==> config.mk <==
export PLATFORM = sky130hd
export DESIGN_NAME = rv32_barrel_irq_ctrl
export DESIGN_NICKNAME = d
export VERILOG_FILES = /design/src/rtl/pito_pkg.sv /design/src/rtl/rv32_irq_edge_sync.sv /design/src/rtl/rv32_barrel_irq_ctrl.sv
export SDC_FILE = /design/constraint.sdc
export NUM_CORES = 1
export LEC_CHECK = 0
export BUFFER_PORTS_ARGS = -buffer_cell sky130_fd_sc_hd__buf_2
export CAP_MARGIN = 20
export CORE_MARGIN = 2
export CORE_UTILIZATION = 35
export CTS_CLUSTER_SIZE = 12
export DETAILED_ROUTE_END_ITERATION = 10
export GPL_ROUTABILITY_DRIVEN = 0
export SETUP_SLACK_MARGIN = 0.02
export SLEW_MARGIN = 25
export SYNTH_ARGS = -nofsm -noshare
export SYNTH_HDL_FRONTEND = slang
export SYNTH_HIERARCHICAL = 1
export SYNTH_SLANG_ARGS = --single-unit
==> constraint.sdc <==
create_clock -name clk -period 3 [get_ports clk]
set_input_delay 0.3 -clock clk [delete_from_list [all_inputs] [get_ports clk]]
set_output_delay 0.3 -clock clk [all_outputs]
set_load 0.005 [all_outputs]
==> src/rtl/pito_pkg.sv <==
// pito_pkg: shared barrel-core constants and interrupt source encoding.
package pito_pkg;
   localparam int unsigned NUM_HARTS      = 6;
   localparam int unsigned HART_CNT_WIDTH = 3;
   localparam int unsigned IRQ_SRC_CNT    = 4;
   typedef enum logic [1:0] {IRQ_SRC_EXT, IRQ_SRC_TIMER, IRQ_SRC_IPI, IRQ_SRC_MVU} irq_src_e;
endpackage

==> src/rtl/rv32_irq_edge_sync.sv <==
// rv32_irq_edge_sync: one interrupt line to a single-cycle rise pulse.
// PITO_IRQ_SYNC_EN inserts a two-flop synchronizer ahead of the edge detector.
module rv32_irq_edge_sync (
   input  logic clk,
   input  logic rst_n,
   input  logic i_d,
   output logic o_rise
);
   logic w_d;
   logic r_hist;
`ifdef PITO_IRQ_SYNC_EN
   logic r_s1, r_s2;
   always_ff @(posedge clk or negedge rst_n)
      if (!rst_n) {r_s1, r_s2} <= 2'b00;
      else        {r_s1, r_s2} <= {i_d, r_s1};
   assign w_d = r_s2;
`else
   assign w_d = i_d;
`endif
   // History resets low so a line already high at reset release still fires once
   always_ff @(posedge clk or negedge rst_n)
      if (!rst_n) r_hist <= 1'b0;
      else        r_hist <= w_d;
   assign o_rise = w_d & ~r_hist;
endmodule

==> src/rtl/rv32_barrel_irq_ctrl.sv <==
// rv32_barrel_irq_ctrl: per-hart interrupt pending/overrun latches with ack clear and barrel-slot mux.
// Optional PITO_IRQ_SYNC_EN adds two-flop input synchronizers (see rv32_irq_edge_sync).
module rv32_barrel_irq_ctrl #(
   parameter int unsigned NUM_HARTS      = pito_pkg::NUM_HARTS,
   parameter int unsigned HART_CNT_WIDTH = pito_pkg::HART_CNT_WIDTH
) (
   input  logic                      clk,
   input  logic                      rst_n,
   input  logic [NUM_HARTS-1:0]      irq_i,
   input  logic [NUM_HARTS-1:0]      time_irq_i,
   input  logic [NUM_HARTS-1:0]      ipi_i,
   input  logic [NUM_HARTS-1:0]      mvu_irq_i,
   input  logic [HART_CNT_WIDTH-1:0] hart_id_i,
   input  logic                      ack_valid_i,
   input  logic [HART_CNT_WIDTH-1:0] ack_hart_i,
   input  logic [1:0]                ack_src_i,
   output logic                      irq_o,
   output logic                      time_irq_o,
   output logic                      ipi_o,
   output logic [NUM_HARTS-1:0]      mvu_irq_o,
   output logic [NUM_HARTS-1:0]      irq_pending_o,
   output logic [NUM_HARTS-1:0]      irq_overrun_o
);
   import pito_pkg::*;
   logic [IRQ_SRC_CNT-1:0][NUM_HARTS-1:0] w_in, w_rise, w_clr, r_pend;
   logic [NUM_HARTS-1:0] w_ack_h, w_ovr_new, r_ovr;
   logic w_ack_ok, w_slot_ok;
   assign w_in     = {mvu_irq_i, ipi_i, time_irq_i, irq_i};
   assign w_ack_ok = ack_valid_i && (32'(ack_hart_i) < NUM_HARTS);
   genvar h, s;
   generate
      for (h = 0; h < NUM_HARTS; h++) begin : g_hart
         assign w_ack_h[h] = w_ack_ok && (ack_hart_i == HART_CNT_WIDTH'(h));
         for (s = 0; s < IRQ_SRC_CNT; s++) begin : g_src
            rv32_irq_edge_sync u_sync (
               .clk    (clk),
               .rst_n  (rst_n),
               .i_d    (w_in[s][h]),
               .o_rise (w_rise[s][h])
            );
            assign w_clr[s][h] = w_ack_h[h] && (ack_src_i == 2'(s));
         end
      end
   endgenerate
   always_comb begin
      w_ovr_new = '0;
      for (int i = 0; i < IRQ_SRC_CNT; i++) w_ovr_new |= w_rise[i] & r_pend[i];
   end
   // New edges take priority over a same-cycle ack so no event is dropped
   always_ff @(posedge clk or negedge rst_n)
      if (!rst_n) begin
         r_pend <= '0;
         r_ovr  <= '0;
      end else begin
         r_pend <= w_rise | (r_pend & ~w_clr);
         r_ovr  <= w_ovr_new | (r_ovr & ~w_ack_h);
      end
   assign w_slot_ok     = 32'(hart_id_i) < NUM_HARTS;
   assign irq_o         = w_slot_ok & r_pend[IRQ_SRC_EXT][hart_id_i];
   assign time_irq_o    = w_slot_ok & r_pend[IRQ_SRC_TIMER][hart_id_i];
   assign ipi_o         = w_slot_ok & r_pend[IRQ_SRC_IPI][hart_id_i];
   assign mvu_irq_o     = r_pend[IRQ_SRC_MVU];
   assign irq_pending_o = r_pend[0] | r_pend[1] | r_pend[2] | r_pend[3];
   assign irq_overrun_o = r_ovr;
endmodule

==> metrics.cfg <==
[die]
die_h_um = 88.3
ios = 56
row_count = 30
die-area_um2 = 7790
initial_utilization = 0.364
die_w_um = 88.3
coreArea_um2 = 6830

[layout]
area_growth_syn_to_layout_pct = 19.6
antenna-diode-count = 0
nNetsFinal = 286
fill_cells = 671
multi_input_area_um2 = 1050
regArea_um2 = 1350
drive_above_1_share = 0.357

[critical_path]
crit-reg2reg-launch = g_hart[1].g_src[1].u_sync/r_hist$_DFF_PN0_
critPathMaxFanout = 4
r2r-end = irq_overrun_o[1]$_DFF_PN0_
critPathArrivalTime_ns = 1.43
r2r_slack_ns = 1.89
r2r_cells = 4
start_kind = register
worst-setup-path-type = register to primary output
required_ns = 2.70
endpoint_kind = primary output

[clock_network]
htree_num_levels = 2
clock-sinks = 54
clock_latency_ns = 0.31
numCtsBuffers = 5
root_buffer = clkbuf_8
cts_setup_buffers = 0
path_clk_slew_ns = 0.10
cts_tree = done
post_cts_resized = 0
clk_path_buf_depth = 2

[job]
max_cap_violations = 0

[hold_path]
whs_endpoint = g_hart[1].g_src[2].u_sync/r_hist$_DFF_PN0_
hp-class = primary input to register
worstHoldStart = ipi_i[1]
whs_path_depth = 1

[power]
p_total_mw = 1.43
peakVddDrop_v = 0.000297
leakage_nw = 1.27
power_density_nw_per_um2 = 481

[routing]
vias = 1624
totalWireLength_mm = 5.15
ant_nets = 0
drtIter0Drc = 83
drc = 0
routedWlPerCell_um = 14.8
viasPerCell = 4.67
dr.pass1.iters = 4

[sta]
finalMaxSlewViolations = 0
hold_viol = 0
final-setup-viol-count = 0
rsz0062_at_grt = no
worst_pin_slew_ns = 0.505
slew_headroom = 0.663
tns_ns = 0
period_share = 0.577
clock.fmax_mhz = 578
fin_worst_skew_ns = 0.0108
layout_min_cycle_time_ns = 1.73

[placement]
hpwl_mm = 3.86
io_buffers = 55

[grt]
antenna_found_initial = 0
grtUsageMet2 = 0.206
use_met3 = 0.0457
grtUsageTotal = 0.143
overflow = 0
globalRouteMet1Util = 0.210
grt_pass1_wl_mm = 8.46
grt_pass1_vias = 1667
grt_max_degree = 41
busiest_layer = met1

[synthesis]
synth_cell_types = 24
ys.flop_type = dfrtp_1
synthesis.instances = 194
ys_seq_elements = 54
syn_avg_cell_area_um2 = 12.8
yosysSeqAreaShare = 0.544
async_reset_ff_frac = 1.00
syn-num-nets = 229
syn_area_um2 = 2490
ys_warn_count = 6
synth_edf_count = 0

[outcome]
status = completed

[power breakdown]
part	switching, mW	internal (mW)	total, mW	leakage, nW
registers	0.0283	0.759	0.787	0.550
logic	0.0748	0.0870	0.162	0.665
clock network	0.230	0.250	0.480	0.0524
[cells by family (layout without fill, tap and decap cells)]
kind of cell	count (synthesis)	in the layout	share of synthesized area
muxes	9	9	0.0362
buffers and inverters	13	71	0.0332
and+or+nand+nor	75	75	0.262
AOI/OAI and AO/OA	43	43	0.125
DFF	54	54	0.544
[timing repair]
item,CTS,global route
setup endpoints to repair,0,0
endpoints found under the hold margin,0,18
hold buffers,0,1
[how the worst max path moves through the flow]
stage,from,to,slack [ns],cells after the start
floorplan,hart_id_i[0],time_irq_o,1.75,4
global route,r_pend[17]$_DFF_PN0_,irq_pending_o[5],1.19,2
global placement,hart_id_i[0],ipi_o,1.50,5
finish,r_pend[2]$_DFF_PN0_,irq_pending_o[2],1.27,2
detailed placement,hart_id_i[0],ipi_o,1.48,5
CTS,r_pend[17]$_DFF_PN0_,irq_pending_o[5],1.26,2
[layout by cell type (no fill, tap or decap), types with 5 or more instances in the layout]
cell type / synthesis / routed
buf_2: 0 / 55
dfrtp_1: 54 / 54
nor2b_4: 24 / 24
a21o_1: 16 / 16
nand2_1: 15 / 15
nand2b_1: 12 / 12
mux2i_1: 9 / 9
o21ai_1: 6 / 6
nand3_1: 6 / 6
or4_1: 6 / 6
clkbuf_8: 0 / 5
[routing by layer]
| metal | wire length (µm) | vias up | part of all wire |
|---|---|---|---|
| li1 | - | 803 | - |
| met1 | 2530 | 772 | 0.49 |
| met2 | 2290 | 45 | 0.45 |
| met3 | 293 | 4 | 0.057 |
| met4 | 31 | 0 | 0.0060 |
| met5 | 0 | - | 0 |
[synth_stat cells (all sizes together) (2+ instances only)]
cell | count | area (µm²)
dfrtp | 54 | 1350
nor2b | 26 | 343
a21o | 16 | 120
nand2 | 15 | 56.3
nand2b | 12 | 75.1
o21ai | 10 | 50.1
buf | 9 | 67.6
mux2i | 9 | 90.1
nand3 | 6 | 30.0
or4 | 6 | 45.0
a221oi | 4 | 35.0
a22o | 4 | 35.0
a22oi | 4 | 30.0
inv | 4 | 15.0
and4bb | 3 | 37.5
o221ai | 3 | 26.3
or3 | 3 | 18.8
nand4b | 2 | 17.5
o31ai | 2 | 15.0
[flip-flops by register name (all words and copies together) (netlist names)]
name                        cells
g_hart.g_src.u_sync/r_hist     24
irq_overrun_o                   6
mvu_irq_o                       6
r_pend                         18
[worst max-delay path: stages (launching register included)]
cell	delay, ns
dfrtp_1	0.43
or4_1	0.55
buf_2	0.15
[final cells by class]
| class | instances | share of cell area |
|---|---|---|
| repair buffers | 59 | 0.110 |
| well taps | 96 | 0.0404 |
| multi-input cells | 127 | 0.354 |
| clock buffers | 7 | 0.0257 |
| clock inverters | 1 | 0.0101 |
| flip-flops and latches | 54 | 0.455 |
| inverters | 4 | 0.00505 |
[stage by stage]
| stage | hold slack [ns] | setup slack, ns | area [µm²] | std cells | utilization |
|---|---|---|---|---|---|
| 6_report | 0.108 | 1.27 | 2970 | 348 | 0.435 |
| 3_3_place_gp | 0.426 | 1.50 | 2830 | 338 | 0.414 |
| 2_1_floorplan | 0.00441 | 1.75 | 2490 | 194 | - |
| 4_1_cts | 0.104 | 1.26 | 2940 | 346 | 0.430 |
| 5_1_grt | 0.0921 | 1.19 | 2970 | 348 | 0.435 |
| 3_5_place_dp | 0.425 | 1.48 | 2830 | 338 | 0.414 |
Power figures use the tool's default switching activity.
